$ cat config.mk
export PLATFORM = sky130hd
export DESIGN_NAME = seq_mag_cmp
export DESIGN_NICKNAME = d
export VERILOG_FILES = /design/src/rtl/seq_mag_cmp.sv
export SDC_FILE = /design/constraint.sdc
export NUM_CORES = 1
export LEC_CHECK = 0
export ABC_AREA = 1
export ABC_CLOCK_PERIOD_IN_PS = 5300
export CAP_MARGIN = 25
export CORE_MARGIN = 5
export CORE_UTILIZATION = 30
export DETAILED_ROUTE_END_ITERATION = 12
export PLACE_DENSITY = 0.55
export SLEW_MARGIN = 10
export SYNTH_ARGS = -nofsm -noshare
export SYNTH_HDL_FRONTEND = slang
export SYNTH_SLANG_ARGS = --single-unit
$ cat constraint.sdc
create_clock -name clk -period 5.3 [get_ports clk]
set_input_delay 1.59 -clock clk [delete_from_list [all_inputs] [get_ports clk]]
set_output_delay 1.59 -clock clk [all_outputs]
set_load 0.005 [all_outputs]
$ cat src/rtl/seq_mag_cmp.sv
// Multi-cycle magnitude comparator: walks W-bit operands C bits per clock, MSB chunk
// first, stopping at the first differing chunk; signed mode is folded into unsigned.
module seq_mag_cmp #(
  parameter int W = 16,
  parameter int C = 4
) (
  input  logic         clk,
  input  logic         reset_n,
  input  logic         start,
  input  logic         sgn,
  input  logic [W-1:0] a,
  input  logic [W-1:0] b,
  output logic         ready,
  output logic         done_tick,
  output logic         eq,
  output logic         gt,
  output logic         lt
);

  localparam int N  = W / C;
  localparam int KW = (N > 1) ? $clog2(N) : 1;
  localparam logic [KW-1:0] K_LAST = KW'(N - 1);

  typedef enum logic [1:0] {
    IDLE = 2'd0,
    OP   = 2'd1,
    DONE = 2'd2
  } state_t;

  state_t         state_q, state_d;
  logic [KW-1:0]  k_q, k_d;
  logic [W-1:0]   a_q, a_d;
  logic [W-1:0]   b_q, b_d;
  logic           eq_q, eq_d;
  logic           gt_q, gt_d;
  logic           lt_q, lt_d;

  logic [C-1:0]   a_chunks [N];
  logic [C-1:0]   b_chunks [N];
  logic [C-1:0]   ca, cb;

  // Chunk i covers bits [W-1-i*C -: C]; index 0 is the most significant chunk.
  for (genvar i = 0; i < N; i++) begin : g_chunk
    assign a_chunks[i] = a_q[W-1-i*C -: C];
    assign b_chunks[i] = b_q[W-1-i*C -: C];
  end

  if (N == 1) begin : g_sel_one
    assign ca = a_chunks[0];
    assign cb = b_chunks[0];
  end else begin : g_sel_many
    assign ca = a_chunks[k_q];
    assign cb = b_chunks[k_q];
  end

  always_comb begin
    state_d = state_q;
    k_d     = k_q;
    a_d     = a_q;
    b_d     = b_q;
    eq_d    = eq_q;
    gt_d    = gt_q;
    lt_d    = lt_q;
    case (state_q)
      IDLE: begin
        if (start) begin
          // Flipping the MSB of both operands maps two's complement onto offset
          // binary, so the chunk walk below is always an unsigned compare.
          a_d         = a;
          a_d[W-1]    = a[W-1] ^ sgn;
          b_d         = b;
          b_d[W-1]    = b[W-1] ^ sgn;
          k_d         = '0;
          state_d     = OP;
        end
      end
      OP: begin
        if (ca != cb) begin
          eq_d    = 1'b0;
          gt_d    = (ca > cb);
          lt_d    = (ca < cb);
          state_d = DONE;
        end else if (k_q == K_LAST) begin
          eq_d    = 1'b1;
          gt_d    = 1'b0;
          lt_d    = 1'b0;
          state_d = DONE;
        end else begin
          k_d = k_q + KW'(1);
        end
      end
      DONE: begin
        state_d = IDLE;
      end
      default: begin
        state_d = IDLE;
      end
    endcase
  end

  always_ff @(posedge clk or negedge reset_n) begin
    if (!reset_n) begin
      state_q <= IDLE;
      k_q     <= '0;
      a_q     <= '0;
      b_q     <= '0;
      eq_q    <= 1'b0;
      gt_q    <= 1'b0;
      lt_q    <= 1'b0;
    end else begin
      state_q <= state_d;
      k_q     <= k_d;
      a_q     <= a_d;
      b_q     <= b_d;
      eq_q    <= eq_d;
      gt_q    <= gt_d;
      lt_q    <= lt_d;
    end
  end

  // All outputs come straight from state or result flops.
  assign ready     = (state_q == IDLE);
  assign done_tick = (state_q == DONE);
  assign eq        = eq_q;
  assign gt        = gt_q;
  assign lt        = lt_q;

endmodule

==> summary.txt <==
Final worst setup slack: 2.29 ns
Pre-CTS WS: 1.92 ns
Final worst-path cycle share: 56.8%
Post-Layout Cell Count: 346
DR vias/cell: 4.38
Clk Latency, worst-skew pair: 0.29 ns
Global-route wire length before repair: 6.60 mm
Final wirelength: 4.09 mm
Final ANT Viol Nets: 0
Final hold violations: 0
Fill cells: 653
Internal power: 0.797 mW
Gr usage total: 10.9%
Cts bufs inserted: 5
Max cap viols: 0
P_leak: 1.20 nW
GRT overflow: 0
Die height: 89.1 um
Placement row count: 28
Post-Synthesis Cell Area: 1880 um^2
Buffers on Ports: 40
WP data arrival: 3.24 ns
Worst-Margin Slew: 0.844 ns
Most common cell after layout, fill and taps aside: nand2_1
Antenna diodes: 0
Design area: 2380 um^2
Layout cells sized above 1: 4.43%
Max clock buf depth: 2
Synth unique cells: 18
Most frequent cells in the layout: 110 x nand2_1, 39 x dfrtp_1, 39 x clkdlybuf4s50_1
DRC: 0
DRT Pass-1 Iters: 4
Ys Warns: 0
Met1 Wirelength: 1.92 mm
CTS H-tree lvls: 2
Switching share of total power: 38.7%
P&R area growth vs syn: 26.7%
Post-Syn Nets: 274
Startpoint types: input pin
IO Pins: 41
RePlAce Congestion: 0.758
Worst-path clk slew: 0.07 ns
Met2 WL: 1.91 mm
Clock skew after layout: 0.00167 ns
Post-CTS Hold Buffers: 0
RSZ-0062 raised after global routing: false
Clk sinks: 39
Worst Setup End Kind: register
Full die area: 7940 um^2
Chip Width: 89.1 um
Hold WC Path Type: register to register
Vias in the first global route: 1420
Mapped Cells: 233
CTS tree: done
DR WL met3: 237 um
Comb pwr share: 42.1%
Minimum clock period: 3.01 ns
Rel. slew slack: 43.7%
Crit Path Class: input pin to register
Fmax: 0.332 GHz
Core Region: 5990 um^2
Placed standard-cell area: 2280 um^2
# nets final: 311
Placed cell count: 338
DR iter-0 viols: 90
Reg power frac: 41.2%
Effective utilization at floorplan: 31.3%
Mean Syn Cell Area: 8.06 um^2
Clk pwr share: 16.8%
Critical Path RT: 5.53 ns
Total Power: 1.30 mW
CP Max Fanout: 38
Flops & latches, synth: 39
Final setup viols: 0
Cell Pwr Density: 546 nW/um^2
Clk root buf: clkbuf_8
VDD IR max: 0.000286 V
Pin count of the biggest net entering global routing: 40
Switch Pwr: 0.503 mW
Fin Setup TNS: 0 ns
Drt wl/cell: 11.8 um
Util after Layout: 39.7%
Status: completed
Fin Hold WS: 0.480 ns
Vias: 1515
Post-CTS sizing: 0
Dpl hpwl: 2.84 mm
Initial antenna violation count: 0
Post-CTS Setup Repair Bufs: 0
Seq/Total Area, Yosys: 52.0%
Highest Signal Layer: met4
Fin. max-slew vios: 0
==> registers in the layout (all words and copies together) (netlist names) <==
name and flops:
gt 1, k_q 2, b_chunks 16, lt 1, state_q 2, a_chunks 16
eq 1
==> power groups by stage <==
stage	logic (mW)	clock network (mW)	registers, mW
floorplan	0.443	0	0.499
global placement	0.545	0	0.541
detailed placement	0.552	0	0.542
CTS	0.558	0.224	0.538
global route	0.645	0.236	0.555
finish	0.547	0.218	0.535
==> path summary, 6_finish.rpt <==
path,from,endpoint,slack [ns],depth (start not counted)
setup reg to reg,k_q[0]$_DFFE_PN0P_,k_q[1]$_DFFE_PN0P_,2.99,10
setup / recovery,start,b_chunks[14]$_DFFE_PN0P_,2.29,6
min in group asynchronous,reset_n,a_chunks[14]$_DFFE_PN0P_,1.40,1
hold reg to reg,a_chunks[9]$_DFFE_PN0P_,a_chunks[9]$_DFFE_PN0P_,0.48,2
max in group asynchronous,reset_n,k_q[1]$_DFFE_PN0P_,3.37,1
hold / removal,a_chunks[9]$_DFFE_PN0P_,a_chunks[9]$_DFFE_PN0P_,0.48,2
==> kinds of logic (layout without fill, tap and decap cells) <==
kind of cell / after synthesis / after routing / synth area share [%]
XOR/XNOR: 2 / 2 / 0.933
AND/OR/NAND/NOR: 136 / 136 / 27.6
adder cells (fa/ha/maj): 5 / 5 / 3.33
buffers and inverters: 22 / 60 / 7.26
AO/OA/AOI/OAI: 29 / 29 / 8.93
flip-flops: 39 / 39 / 52.0
==> cell usage after synthesis <==
cell type / number / area [um^2]
clkbuf_1: 1 / 3.75
o22a_1: 4 / 35.0
nor2_1: 21 / 78.8
o21ai_0: 18 / 90.1
xnor2_1: 2 / 17.5
buf_4: 4 / 30.0
buf_2: 1 / 5.00
nor2_2: 1 / 6.26
ha_1: 5 / 62.6
dfrtp_1: 39 / 976
buf_6: 5 / 56.3
a21oi_1: 2 / 10.0
o21bai_1: 1 / 7.51
inv_1: 9 / 33.8
o22ai_1: 4 / 25.0
nand2_1: 110 / 413
inv_2: 2 / 7.51
nand3_1: 4 / 20.0
==> cell type report <==
cell class / instances / area [um^2] / area share [%]
Tap cell: 75 / 93.8 / 3.94
Timing Repair Buffer: 41 / 403 / 16.9
Multi-Input combinational cell: 172 / 766 / 32.2
Sequential cell: 39 / 976 / 41.0
Clock buffer: 8 / 100 / 4.21
Inverter: 11 / 41.3 / 1.74
==> critical path: stages <==
cell	delay, ns
clkdlybuf4s50_1	0.45
nand2_1	0.05
buf_4	0.24
inv_1	0.67
nand2_1	0.13
nand2_1	0.09
==> layer usage <==
layer	vias to the layer above	GRT usage, %
met4	0	2.84
li1	802	-
met3	2	3.87
met1	682	14.5
met2	29	17.0
met5	-	0
Note: power is estimated with default switching activity, not from simulation.
